File: config.mk
export PLATFORM = sky130hd
export DESIGN_NAME = pixel_clk_gen
export DESIGN_NICKNAME = d
export VERILOG_FILES = /design/src/rtl/pixel_clk_pkg.sv /design/src/rtl/pixel_clk_gen_frac_accum.sv /design/src/rtl/pixel_clk_gen.sv
export SDC_FILE = /design/constraint.sdc
export NUM_CORES = 1
export LEC_CHECK = 0
export ABC_AREA = 1
export ABC_CLOCK_PERIOD_IN_PS = 4930
export CAP_MARGIN = 20
export CORE_MARGIN = 2
export CORE_UTILIZATION = 45
export DETAILED_ROUTE_END_ITERATION = 16
export SLEW_MARGIN = 20
export SYNTH_ARGS = -nofsm -noshare
export SYNTH_HDL_FRONTEND = slang
export SYNTH_HIERARCHICAL = 1
export SYNTH_SLANG_ARGS = --single-unit
File: constraint.sdc
create_clock -name clk -period 4.93 [get_ports clk]
set_clock_uncertainty 0.1 [all_clocks]
set_input_delay 0.986 -clock clk [delete_from_list [all_inputs] [get_ports clk]]
set_output_delay 0.986 -clock clk [all_outputs]
set_load 0.01 [all_outputs]
File: src/rtl/pixel_clk_pkg.sv
// Purpose: shared types, defaults and the INC/MOD mode table for pixel_clk_gen.
// Latency: n/a (constants and one pure lookup helper).
// Backpressure: n/a.
package pixel_clk_pkg;

   localparam int ACC_W_DEFAULT        = 12;
   localparam int LOCK_STROBES_DEFAULT = 16;
   localparam int MODE_TABLE_SIZE      = 4;

   // Index into the mode table; sized for the full table.
   typedef logic [1:0] mode_idx_t;

   // Strobe rate of mode m is MODE_INC[m] / MODE_MOD[m] of the 50 MHz clock.
   //   0: 1/2        -> 25.000 MHz
   //   1: 1007/2000  -> 25.175 MHz
   //   2: 4/5        -> 40.000 MHz
   //   3: 27/50      -> 27.000 MHz
   localparam int unsigned MODE_INC [MODE_TABLE_SIZE] = '{1, 1007, 4, 27};
   localparam int unsigned MODE_MOD [MODE_TABLE_SIZE] = '{2, 2000, 5, 50};

   function automatic int unsigned mode_inc(input mode_idx_t m);
      return MODE_INC[m];
   endfunction

   function automatic int unsigned mode_mod(input mode_idx_t m);
      return MODE_MOD[m];
   endfunction

endpackage

File: src/rtl/pixel_clk_gen_frac_accum.sv
// Purpose: fractional phase accumulator; wrap fires when acc + inc reaches mod.
// Latency: wrap is combinational from the registered acc; acc updates each clk.
// Backpressure: none; free-running, clr forces acc to zero on the next edge.
// The next-acc output exists only when CLK_PIXEL_OUT_EN is defined.
module frac_accum #(
   parameter int ACC_W = 12
) (
   input  logic             clk,
   input  logic             reset,
   input  logic             clr,
   input  logic [ACC_W-1:0] inc,
   input  logic [ACC_W-1:0] mod,
`ifdef CLK_PIXEL_OUT_EN
   output logic [ACC_W-1:0] acc_nxt,
`endif
   output logic             wrap
);

   logic [ACC_W-1:0] acc_q;
   logic [ACC_W-1:0] acc_d;
   logic [ACC_W:0]   sum;

   // One extra bit on the sum so acc + inc never overflows before the compare.
   always_comb begin
      sum   = {1'b0, acc_q} + {1'b0, inc};
      wrap  = (sum >= {1'b0, mod});
      acc_d = wrap ? ACC_W'(sum - {1'b0, mod}) : sum[ACC_W-1:0];
      if (clr) begin
         acc_d = '0;
      end
   end

`ifdef CLK_PIXEL_OUT_EN
   assign acc_nxt = acc_d;
`endif

   // Phase register.
   always_ff @(posedge clk) begin
      if (reset) begin
         acc_q <= '0;
      end else begin
         acc_q <= acc_d;
      end
   end

endmodule

File: src/rtl/pixel_clk_gen.sv
// Purpose: pixel-strobe generator with runtime mode switch, lock flag and optional clk_pixel.
// Latency: pix_stb is registered one cycle after the accumulator wrap decision.
// Backpressure: mode_load is dropped while mode_busy is high or mode_sel is out of range.
// Build option: CLK_PIXEL_OUT_EN enables the clk_pixel register; otherwise clk_pixel is 0.
module pixel_clk_gen
   import pixel_clk_pkg::*;
#(
   parameter int ACC_W        = ACC_W_DEFAULT,
   parameter int NUM_MODES    = 4,
   parameter int DEFAULT_MODE = 0,
   parameter int LOCK_STROBES = LOCK_STROBES_DEFAULT
) (
   input  logic                         clk,
   input  logic                         reset,
   input  logic [$clog2(NUM_MODES)-1:0] mode_sel,
   input  logic                         mode_load,
   output logic                         mode_busy,
   output logic [$clog2(NUM_MODES)-1:0] cur_mode,
   output logic                         pix_stb,
   output logic                         clk_pixel,
   output logic                         locked
);

   localparam int MODE_W = $clog2(NUM_MODES);
   localparam int LCW    = $clog2(LOCK_STROBES + 1);

   logic [MODE_W-1:0] cur_mode_q, cur_mode_d;
   logic [MODE_W-1:0] pend_q, pend_d;
   logic              busy_q, busy_d;
   logic              stb_q, stb_d;
   logic              locked_q, locked_d;
   logic [LCW-1:0]    lock_cnt_q, lock_cnt_d;

   logic [ACC_W-1:0]  inc;
   logic [ACC_W-1:0]  mod;
   logic              wrap;
   logic              accept;
   logic              apply;

   // Rate constants for the mode currently in effect.
   always_comb begin
      inc = ACC_W'(mode_inc(mode_idx_t'(cur_mode_q)));
      mod = ACC_W'(mode_mod(mode_idx_t'(cur_mode_q)));
   end

`ifdef CLK_PIXEL_OUT_EN
   logic [ACC_W-1:0] acc_nxt;
   logic             clk_pixel_q, clk_pixel_d;
`endif

   frac_accum #(
      .ACC_W (ACC_W)
   ) u_accum (
      .clk     (clk),
      .reset   (reset),
      .clr     (apply),
      .inc     (inc),
      .mod     (mod),
`ifdef CLK_PIXEL_OUT_EN
      .acc_nxt (acc_nxt),
`endif
      .wrap    (wrap)
   );

   // Handshake: latch a valid request when idle; apply it on the next wrap so
   // the switch lands on a strobe boundary and that cycle's strobe survives.
   always_comb begin
      accept     = mode_load && !busy_q && (int'(mode_sel) < NUM_MODES);
      apply      = busy_q && wrap;
      cur_mode_d = cur_mode_q;
      pend_d     = pend_q;
      busy_d     = busy_q;
      if (apply) begin
         cur_mode_d = pend_q;
         busy_d     = 1'b0;
      end else if (accept) begin
         pend_d = mode_sel;
         busy_d = 1'b1;
      end
   end

   // Lock: count wraps under the current mode; locked tracks the saturated count.
   always_comb begin
      stb_d      = wrap;
      lock_cnt_d = lock_cnt_q;
      if (apply) begin
         lock_cnt_d = '0;
      end else if (wrap && !locked_q && (lock_cnt_q != LCW'(LOCK_STROBES))) begin
         lock_cnt_d = lock_cnt_q + 1'b1;
      end
      locked_d = (lock_cnt_d == LCW'(LOCK_STROBES));
   end

   // Control and status registers.
   always_ff @(posedge clk) begin
      if (reset) begin
         cur_mode_q <= MODE_W'(DEFAULT_MODE);
         pend_q     <= MODE_W'(DEFAULT_MODE);
         busy_q     <= 1'b0;
         stb_q      <= 1'b0;
         locked_q   <= 1'b0;
         lock_cnt_q <= '0;
      end else begin
         cur_mode_q <= cur_mode_d;
         pend_q     <= pend_d;
         busy_q     <= busy_d;
         stb_q      <= stb_d;
         locked_q   <= locked_d;
         lock_cnt_q <= lock_cnt_d;
      end
   end

`ifdef CLK_PIXEL_OUT_EN
   // High for the upper half of the phase range, giving roughly 50% duty.
   always_comb begin
      clk_pixel_d = (acc_nxt >= (mod >> 1));
   end

   // Pixel clock register.
   always_ff @(posedge clk) begin
      if (reset) begin
         clk_pixel_q <= 1'b0;
      end else begin
         clk_pixel_q <= clk_pixel_d;
      end
   end

   assign clk_pixel = clk_pixel_q;
`else
   assign clk_pixel = 1'b0;
`endif

   assign mode_busy = busy_q;
   assign cur_mode  = cur_mode_q;
   assign pix_stb   = stb_q;
   assign locked    = locked_q;

endmodule

==> reports/metrics.cfg <==
[outcome]
run_status = complete, no violations

[synth]
synth_async_sr_flop_share_pct = 0
synthDominantCellAreaShare_pct = 18.85
netlist.top_cell.by_area = sky130_fd_sc_hd__dfxtp_1
synthMostInstantiatedCell = sky130_fd_sc_hd__nand2_1
register_bit_total_from_synthesis = 24
synth_enable_flop_cells = 0
synth.yosys.warnings = 6
synth_seq_area_share_pct = 18.85
syn-mean-instance-area_um2 = 6.247
ys_top_cells_by_count = 105 x sky130_fd_sc_hd__nand2_1, 76 x sky130_fd_sc_hd__inv_1, 48 x sky130_fd_sc_hd__nor2_1
synthesized_instance_count = 408
synth_area_um2 = 2549
primary_flip_flop_cell_chosen_by_synthesis_mapping = sky130_fd_sc_hd__dfxtp_1
synth_cell_type_count = 30
synthTopCellsByArea = sky130_fd_sc_hd__dfxtp_1 19%, sky130_fd_sc_hd__nand2_1 15%, sky130_fd_sc_hd__ha_1 15%

[timing]
min_period_ns = 4.445
timing.final.hold_violations = 0
finalMaxSlewViolations = 0
setup_tns_ns = 0
setup-violations-final = 0
timing.hold.ws_ns = 0.4170
maxClockFrequency_mhz = 225.0
final_min_period_over_clock_period_pct = 90.16

[drt]
drtPass1Iterations = 4
via_count = 2370
number_of_remaining_drc_errors = 0
antenna_left = 0
wirelength_um = 5758
drt_iter0_markers = 151
via_per_inst = 4.827
wl_per_cell_um = 11.73

[worst_setup_path]
arrival_time_at_the_worst_endpoint_ns = 4.55
cp_slowest_stage_delay_ns = 0.42
worst-r2r-setup-slack_ns = 0.49
critical-path-top-cell-by-count = sky130_fd_sc_hd__inv_1
cp.buffers_inverters = 8
critical_path_required_ns = 5.03
critical_setup_path_class = register to register
regToRegStartpoint = cur_mode[0]
crit_start = cur_mode[0]
crit_slowest_cell = sky130_fd_sc_hd__dfxtp_2
start_kind = register
critical_path.endpoint_type = register
critPathTopFamily = simple AND/OR/NAND/NOR gates
worst-path-max-fanout = 25

[cts]
cts-htree-levels = 1
cts_buffer_depth = 2
cts_resized = 0
tritoncts_num_sinks = 24
tritoncts_clock_tree = built
cts.reportedPaths.clkPinSlew_ns = 0.09
root_buffer = sky130_fd_sc_hd__clkbuf_8
number_of_buffers_created_by_cts = 3
insertion_delay_to_the_later_sink_of_the_worst_skew_pair_ns = 0.27
hold_buffers = 0
cts.repair_timing.setup_buffer_count = 0

[placement]
placed_inst_area_um2 = 2690
hpwl_um = 4826
port_buffers = 9
gp_routability_congestion = 0.9107

[layout]
num-nets-final = 457
footprint_of_the_multi_input_gates_um2 = 1738
area.sequential_um2 = 481.7
n_fill_cell = 598
drive_gt1_share_pct = 6.683
layout.cell_area.non_filler_um2 = 2779
area.growth.synth_to_final_pct = 9.033
antennaDiodeCount = 0

[floorplanning]
core_area_um2 = 5473
die_y_um = 79.26
die_area_um2 = 6281
placement_rows = 27
die_x_um = 79.26
start_util_pct = 46.57
pin_count = 11

[global_route]
vias_in_the_first_global_route = 2257
gr-total-overflow = 0
number_of_antenna_violations_at_the_first_check_in_global_routing = 0
grt_use_total_pct = 20.59
grt_pass1_wl_um = 10420
grt_max_degree = 26

[min_path]
hold_path_startpoint = pend_q[0]
worstHoldPathType = register to register

[run]
max-cap-violations = 0

logic make-up after synthesis:
family          share of synthesized area [%]
simple gates                            37.01
xor+xnor                                5.155
compound gates                          8.346
flops                                   18.85
buf+inv                                 14.19
other cells                            0.1471
fa+ha+maj                               16.30
sequential cells by signal (all words and copies together) (netlist names):
| register | flops |
|---|---|
| u_accum/acc_q | 12 |
| cur_mode | 2 |
| pend_q | 2 |
| pix_stb | 1 |
| mode_busy | 1 |
| locked | 1 |
| lock_cnt_q | 5 |
worst reg2reg max path, delay by kind of cell (launching register included):
kind	cells	cell delay (ns)
fa+ha+maj	4	1.12
compound gates	1	0.17
buf+inv	8	0.75
simple gates	14	1.63
flops	1	0.42
xor+xnor	1	0.20
cell type report:
type	count	area share (%)
multi-input cells	302	62.54
flip-flops and latches	24	17.33
inverters	78	10.54
repair buffers	11	3.782
well taps	72	3.242
clock buffers	3	1.486
clock inverters	1	1.081
routing by layer:
layer | routed length (um) | track usage (%) | vias up
li1 | - | - | 1289
met1 | 3117 | 31.32 | 1032
met2 | 2367 | 31.44 | 43
met3 | 210 | 1.818 | 6
met4 | 63 | 4.310 | 0
met5 | 0 | 0 | -
through the flow:
step | utilization (%) | worst slack, ns | std cells
after floorplan | - | 0.9709 | 412
after detailed placement | 49.15 | 0.2522 | 487
final | 50.78 | 0.4853 | 491
after global routing | 50.78 | -0.003305 | 491
after global placement | 49.15 | 0.3893 | 487
after CTS | 50.46 | 0.2330 | 491
path summary, 6_finish.rpt:
kind                            to  cells past startpoint
setup / recovery  u_accum/acc_q[1]                     28
hold reg to reg          pend_q[0]                      2
hold / removal           pend_q[0]                      2
setup reg to reg  u_accum/acc_q[1]                     28
cell usage in the layout, fill, tap and decap left out:
cell type / n
sky130_fd_sc_hd__a21o_1: 1
sky130_fd_sc_hd__a21oi_1: 24
sky130_fd_sc_hd__a21oi_4: 1
sky130_fd_sc_hd__buf_4: 2
sky130_fd_sc_hd__bufinv_16: 1
sky130_fd_sc_hd__clkbuf_8: 3
sky130_fd_sc_hd__clkdlybuf4s50_1: 9
sky130_fd_sc_hd__conb_1: 5
sky130_fd_sc_hd__dfxtp_1: 23
sky130_fd_sc_hd__dfxtp_2: 1
sky130_fd_sc_hd__fa_1: 2
sky130_fd_sc_hd__ha_1: 30
sky130_fd_sc_hd__inv_1: 76
sky130_fd_sc_hd__inv_2: 2
sky130_fd_sc_hd__nand2_1: 105
sky130_fd_sc_hd__nand2_2: 4
sky130_fd_sc_hd__nand2_8: 1
sky130_fd_sc_hd__nand3_1: 34
sky130_fd_sc_hd__nand3_2: 5
sky130_fd_sc_hd__nand3b_1: 1
sky130_fd_sc_hd__nand4_1: 9
sky130_fd_sc_hd__nand4_2: 1
sky130_fd_sc_hd__nor2_1: 48
sky130_fd_sc_hd__nor2_2: 4
sky130_fd_sc_hd__nor2_4: 1
sky130_fd_sc_hd__o21a_1: 1
sky130_fd_sc_hd__o21ai_0: 7
sky130_fd_sc_hd__o21bai_1: 2
sky130_fd_sc_hd__o21bai_2: 1
sky130_fd_sc_hd__xnor2_1: 2
sky130_fd_sc_hd__xor2_1: 12
sky130_fd_sc_hd__xor2_2: 1
Power is left out: the tool's default activity adds up to more than one toggle a clock period on the data nets, which glitch-free logic cannot reach.
